**src/rtl/uart_rx_fifo.sv**
```systemverilog
// uart_rx_fifo: configurable UART receiver feeding a first-word-fall-through receive FIFO
module uart_rx_fifo #(
  parameter int CLK_FREQ_HZ = 25000000,
  parameter int BAUD_RATE   = 781250,
  parameter int DATA_BITS   = 8,
  parameter int PARITY_EN   = 0,
  parameter int PARITY_ODD  = 0,
  parameter int STOP_BITS   = 1,
  parameter int FIFO_DEPTH  = 16
) (
  input  logic                              clk,
  input  logic                              rst_n,
  input  logic                              rx_i,
  input  logic                              rx_en_i,
  input  logic                              clr_i,
  output logic [DATA_BITS-1:0]              rd_data_o,
  output logic                              rd_perr_o,
  output logic                              rd_ferr_o,
  output logic                              rd_valid_o,
  input  logic                              rd_ready_i,
  output logic [$clog2(FIFO_DEPTH+1)-1:0]   fill_o,
  output logic                              overflow_o,
  output logic                              busy_o
);
  localparam int DIV = CLK_FREQ_HZ / BAUD_RATE;
  localparam int CW = $clog2(DIV);
  localparam int AW = $clog2(FIFO_DEPTH);
  localparam int FW = $clog2(FIFO_DEPTH + 1);
  localparam int EW = DATA_BITS + 2;
  localparam logic [CW-1:0] HALF = CW'(DIV / 2 - 1);
  localparam logic [CW-1:0] RELOAD = CW'(DIV - 1);
  localparam logic [3:0] LAST_D = 4'(DATA_BITS - 1);
  localparam logic [3:0] LAST_S = 4'(STOP_BITS - 1);
  localparam logic [FW-1:0] DEPTH = FW'(FIFO_DEPTH);
  localparam logic PODD = PARITY_ODD != 0;

  if (DIV < 4) begin : g_div_check
    $error("uart_rx_fifo: CLK_FREQ_HZ/BAUD_RATE must be at least 4");
  end

  typedef enum logic [2:0] {IDLE, START, DATA, PARITY, STOP} state_t;

  state_t               state;
  logic                 rx_meta, rx_s;
  logic [CW-1:0]        cnt;
  logic [3:0]           bcnt;
  logic [DATA_BITS-1:0] shreg;
  logic                 perr, ferr;
  logic                 push, pop, wr;
  logic [EW-1:0]        entry;
  logic [EW-1:0]        mem [FIFO_DEPTH];
  logic [AW-1:0]        wr_ptr, rd_ptr;
  logic [FW-1:0]        fill;
  logic                 overflow;

  // two-flop synchroniser on the asynchronous line, idling high
  always_ff @(posedge clk) begin
    if (!rst_n) {rx_s, rx_meta} <= 2'b11;
    else {rx_s, rx_meta} <= {rx_meta, rx_i};
  end

  // frame FSM: mid-bit sampling via a down-counter reloaded at each sample point
  always_ff @(posedge clk) begin
    if (!rst_n || clr_i) begin
      state <= IDLE;
      cnt <= '0;
      bcnt <= '0;
      shreg <= '0;
      perr <= 1'b0;
      ferr <= 1'b0;
    end else if (state != IDLE && !rx_en_i) state <= IDLE;
    else if (state == IDLE) begin
      if (rx_en_i && !rx_s) begin
        state <= START;
        cnt <= HALF;
        bcnt <= '0;
        perr <= 1'b0;
        ferr <= 1'b0;
      end
    end else if (cnt != '0) cnt <= cnt - CW'(1);
    else begin
      cnt <= RELOAD;
      bcnt <= bcnt + 4'd1;
      case (state)
        START: begin
          state <= rx_s ? IDLE : DATA;
          bcnt <= '0;
        end
        DATA: begin
          shreg <= {rx_s, shreg[DATA_BITS-1:1]};
          if (bcnt == LAST_D) begin
            state <= PARITY_EN != 0 ? PARITY : STOP;
            bcnt <= '0;
          end
        end
        PARITY: begin
          perr <= ^{shreg, rx_s, PODD};
          state <= STOP;
          bcnt <= '0;
        end
        STOP: begin
          ferr <= ferr | ~rx_s;
          if (bcnt == LAST_S) state <= IDLE;
        end
        default: state <= IDLE;
      endcase
    end
  end

  // push on the final stop sample; a full FIFO only accepts when popping in the same cycle
  always_comb begin
    push = rx_en_i && state == STOP && cnt == '0 && bcnt == LAST_S;
    entry = {ferr | ~rx_s, perr, shreg};
    pop = rd_valid_o && rd_ready_i;
    wr = push && (fill != DEPTH || pop);
  end

  // FIFO storage, pointers, fill count and sticky overflow; flush beats push and pop
  always_ff @(posedge clk) begin
    if (!rst_n) begin
      for (int i = 0; i < FIFO_DEPTH; i++) mem[i] <= '0;
      wr_ptr <= '0;
      rd_ptr <= '0;
      fill <= '0;
      overflow <= 1'b0;
    end else if (clr_i) begin
      wr_ptr <= '0;
      rd_ptr <= '0;
      fill <= '0;
      overflow <= 1'b0;
    end else begin
      if (wr) begin
        mem[wr_ptr] <= entry;
        wr_ptr <= wr_ptr + AW'(1);
      end
      if (pop) rd_ptr <= rd_ptr + AW'(1);
      fill <= fill + FW'(wr) - FW'(pop);
      if (push && fill == DEPTH && !pop) overflow <= 1'b1;
    end
  end

  assign {rd_ferr_o, rd_perr_o, rd_data_o} = mem[rd_ptr];
  assign rd_valid_o = fill != '0;
  assign fill_o = fill;
  assign overflow_o = overflow;
  assign busy_o = state != IDLE;
endmodule

```
**config.mk**
```make
export PLATFORM = sky130hd
export DESIGN_NAME = uart_rx_fifo
export DESIGN_NICKNAME = d
export VERILOG_FILES = /design/src/rtl/uart_rx_fifo.sv
export SDC_FILE = /design/constraint.sdc
export NUM_CORES = 1
export LEC_CHECK = 0
export CORE_MARGIN = 2
export CORE_UTILIZATION = 67
export DETAILED_ROUTE_END_ITERATION = 6
export HOLD_SLACK_MARGIN = 0.05
export PLACE_DENSITY = 0.84
export SYNTH_ARGS = -nofsm -noshare
export SYNTH_HDL_FRONTEND = slang
export SYNTH_SLANG_ARGS = --single-unit
```
**constraint.sdc**
```tcl
create_clock -name clk -period 6.2 [get_ports clk]
set_input_delay 1.24 -clock clk [delete_from_list [all_inputs] [get_ports clk]]
set_output_delay 1.24 -clock clk [all_outputs]
set_load 0.01 [all_outputs]
```
## Word level (Yosys, flattened, before mapping)

Memories as Yosys holds them, arrays and structs flattened. A register that Yosys moved wholly into a read port is not among the register bits.
Index checks and enable logic that the tools add are counted.

| operators by class | value |
|---|---|
| add/sub/neg operators | 6 |
| equality and inequality tests | 11 |
| muxes and demuxes | 32 |
| bitwise logic cells | 6 |
| reduce and logical (&&, ||, !) cells | 34 |

Operators with widths:

| kind | count |
|---|---|
| $mux 4 | 7 |
| $reduce_and 4->1 | 4 |
| $mux 3 | 5 |
| $mux 5 | 3 |
| $mux 1 | 13 |
| $add 4x1->4 const B | 3 |
| $pmux 3 s4 | 1 |
| $mux 10 | 1 |
| $reduce_bool 5->1 | 2 |
| $reduce_or 10->1 | 1 |
| $reduce_xor 10->1 | 1 |
| $logic_and 1x1->1 | 9 |
| $pmux 4 s2 | 1 |
| $eq 3x2->1 const B | 2 |
| $ne 3x3->1 const B | 2 |
| $reduce_or 2->1 | 3 |
| $add 5x1->5 | 1 |
| $eq 5x5->1 const B | 1 |
| $logic_not 5->1 | 1 |
| $ne 5x5->1 const B | 1 |
| $not 1->1 | 5 |
| $sub 5x1->5 | 1 |
| $sub 5x1->5 const B | 1 |
| $eq 4x3->1 const B | 1 |
| other kinds (14) | 19 |

| storage, ports and cells | value |
|---|---|
| register bits | 38 |
| RAM bits | 160 |
| input bits | 6 |
| output and inout port bits | 18 |
| logic and storage cells | 102 |
| memories kept | 1 |

Memory list:

| memory | words | width | rd ports | clocked after Yosys merged registers in | wr ports | line | source |
|---|---|---|---|---|---|---|---|
| mem | 16 | 10 | 1 | 1 | 16 | 51 | `logic [EW-1:0] mem [FIFO_DEPTH];` |

## Depth between registers and ports, before layout

| depth | value |
|---|---|
| depth in word-level cells | 11 |
| mapped depth | 15 |
| depth with buffers taken out | 15 |

## Least setup slack after synthesis

Ideal clock, no wire load.

| timing | value |
|---|---|
| kind | in2reg |
| start point | input rx_en_i |
| end point | register fill[4] (netlist: fill_o[4]) |
| library setup time | 0.070 ns |
| data arrival time | 3.023 ns |
| required time | 6.130 ns |
| slack | 3.106 ns |
| stages | 12 |
| path buffers | 0 |
| cells stage by stage | nand4_4 > nand2b_1 > ha_1 > inv_1 > ha_1 > inv_1 > fa_1 > inv_1 > a21oi_1 > nor2_1 > or3_1 > a21oi_1 |

| between the ends | value |
|---|---|
| longest elaborated chain between the ends | 6 |

RTL lines:

| element | line | source |
|---|---|---|
| start, declared | 14 | `input logic rx_en_i,` |
| $logic_and 1x1->1 (3 in series) | 112 | `push = rx_en_i && state == STOP && cnt == '0 && bcnt == LAST_S;` |
| $logic_and 1x1->1 | 115 | `wr = push && (fill != DEPTH \|\| pop);` |
| $add 5x1->5 | 137 | `fill <= fill + FW'(wr) - FW'(pop);` |
| $sub 5x1->5 | 137 |  |
| end signal, assigned | 137 |  |
| end, declared | 53 | `logic [FW-1:0] fill;` |

Every way passes these cells.
A chain may end at the register's enable or synchronous reset.

==> results.toml <==
[critical_path]
cpMostUsedCell = "mux4_2"
critPathTopFamily = "multiplexers"
critPathArrivalTime_ns = 3.38
slowest_delay_ns = 0.75
cp-end-kind = "output port"
critical_path_buf_inv_count = 2
worst_ep_required_time_ns = 4.96
r2r-start = "cnt[0]"
cp-start-kind = "register"
path_class = "register to output port"
slowest_stage = "dfxtp_2"
path_cells = "buf_4 -> mux4_2 -> mux4_2 -> clkdlybuf4s50_1"
worstPathMaxFanout = 23

[cts]
clk_pin_slew_ns = 0.06
cts_resized = 0
clock_latency_ns = 0.49
cts_sinks = 202
cts_tree = "built"
postCtsSetupRepairBufs = 0
ctsHoldBuffers = 0
cts_buffer_depth = 3
cts_root_buf = "clkbuf_16"
cts_htree_levels = 1
cts_buffers = 20

[route]
via_per_inst = 6.55
ant_nets = 0
drtIter0Drc = 675
via_count = 5757
drt-total-wl_mm = 21.1
drc = 0
avgRoutedWirePerCell_microns = 24.1
dr.pass1.iters = 6

[timing]
clock.fmax_mhz = 216
slew_viol_final = 0
slew-limit-headroom_pct = 22.6
timing.final.crit_period_ns = 4.62
setup_viol = 0
finalHoldViolCount = 0
setup_slack_ns = 1.58
rsz0062_at_grt = "false"
fin_crit_sh_pct = 74.5
tightest_slew_ns = 1.16
skew_ns = 0.00753
holdWs_ns = 0.409
fin_tns_setup_ns = 0

[floorplanning]
start_util_pct = 68.4
fp.dieW_microns = 123
dieArea_sq_um = 15100
row_count = 43
ios = 24
die_h_microns = 123
core_sq_um = 13900

[synthesis]
yosys.area.top_type_share_pct = 50.6
yosysWarnings = 0
syn_nets = 725
synth_edf_count = 160
synth_ff_type = "edfxtp_1"
yosysUniqueCellTypes = 45
async_flop_share_pct = 0
yosysSeqAreaShare_pct = 59.5
synthesis.area_sq_um = 9490
netlist_instances = 703
yosys.cell_count.top_type = "edfxtp_1"
synth-seq-cells = 202
ys_top_cells_by_area = "edfxtp_1 51%, mux4_2 12%, dfxtp_1 8.9%, and2_1 7.3%, and3_1 3.2%"
synth_area_per_cell_sq_um = 13.5
yosys.area.top_type = "edfxtp_1"
synth_common_cells = "160 x edfxtp_1, 110 x and2_1, 50 x mux4_2"

[finish]
layout.nets = 708
diodes = 0
fin_area_sq_um = 10300
syn_to_final_growth_pct = 8.85
fin_util_pct = 74.4
instances_no_fill = 879
drive_gt1_share_pct = 12.7

[pwr]
p_seq_share_pct = 50.4
cellPowerDensity_nw_per_um2 = 302
peakVddDrop_mv = 0.257
p_sw_share_pct = 23.1
switchingPower_mw = 0.719
p_int_mw = 2.40
power_mw = 3.12
clkPwrFrac_pct = 36.9
power_frac_comb_pct = 12.6
p_leak_nw = 3.69

[placement]
pre_cts_slack_ns = 1.92
dp.cells = 844
gp_congestion = 0.826
hpwl_mm = 13.5
placed_cell_area_sq_um = 9710
io_buffer_count = 23

[hold_path]
hp-start = "rx_meta"
hold_class = "register to register"

[grt]
use_met1_pct = 39.3
grt_usage_pct = 29.9
use_met3_pct = 4.70
use_met2_pct = 49.6
antenna_found_initial = 0
grt_pass1_vias = 5914
grt_first_pass_wirelength_mm = 33.0
grt_overflow = 0
busiest_layer = "met2"
grt_max_degree = 41

[run_status]
status = "finished clean"

[run]
cap_viol_max_count = 0
==> sequential cells by signal, indices dropped and copies added, names as in the netlist, 3 cells and up, named ones only <==
signal / count
bcnt: 4
wr_ptr: 4
fill_o: 5
mem: 160
rd_ptr: 4
shreg: 8
state: 3
cnt: 5
==> final cells by class <==
type                    instances  area (sq um)
well taps                     180           225
repair buffers                 26           253
clock inverters                 6          25.0
clock buffers                  29           597
inverters                      14          52.6
fillers                       831          3550
multi-input cells             422          3530
flip-flops and latches        202          5650
==> path summary, 6_finish.rpt <==
kind | end | slack (ns) | cells after the start
worst min-delay path | rx_s | 0.41 | 1
worst max-delay path | rd_data_o[6] | 1.58 | 4
worst min register to register | rx_s | 0.41 | 1
worst max register to register | fill_o[4] | 2.88 | 15
==> cell families after synthesis <==
group	Yosys count	share of synthesized area [%]
AO/OA/AOI/OAI	33	2.12
adder cells (fa/ha/maj)	16	2.19
buffers and inverters	79	3.40
multiplexers	61	13.0
flip-flops	202	59.5
AND/OR/NAND/NOR	293	18.0
XOR/XNOR	19	1.75
==> power by group through the flow <==
stage | sequential (mW) | combinational [mW] | clock, mW
5_1_grt | 1.58 | 0.432 | 1.20
2_1_floorplan | 1.58 | 0.287 | 0
3_5_place_dp | 1.60 | 0.396 | 0
4_1_cts | 1.57 | 0.397 | 1.16
6_report | 1.57 | 0.393 | 1.15
3_3_place_gp | 1.60 | 0.381 | 0
==> per-layer routing <==
metal  part of all wire (%)  routed length [microns]
met4                    4.5                      956
met3                    8.7                     1830
met5                      0                        0
met2                     50                    10600
met1                     37                     7770
==> placed cells by master (no fill, tap or decap), types with 2 or more instances in the layout <==
master           instances
o21ai_0                  7
xnor2_1                 12
mux2i_1                 11
inv_1                   14
nand2_1                 31
clkbuf_16               22
nor3_1                   7
nand3_1                 15
clkbuf_8                 2
or4_1                    2
nor3b_1                  3
or3_1                    2
nor4_1                   2
ha_1                    15
clkdlybuf4s50_1         23
nor2_1                  46
a21oi_1                 15
dfxtp_1                 40
and2_1                 110
a21o_1                   2
clkinv_1                 4
a311oi_1                 2
buf_4                    3
nand3b_1                 2
nand4b_1                 2
and3_1                  48
clkbuf_1                 5
nor4b_4                  2
nand4_1                  3
nor2b_1                  4
mux4_2                  50
dfxtp_2                  2
nand2b_1                 6
xor2_1                   7
edfxtp_1               160
clkinv_2                 2
Note: power is estimated with default switching activity, not from simulation.
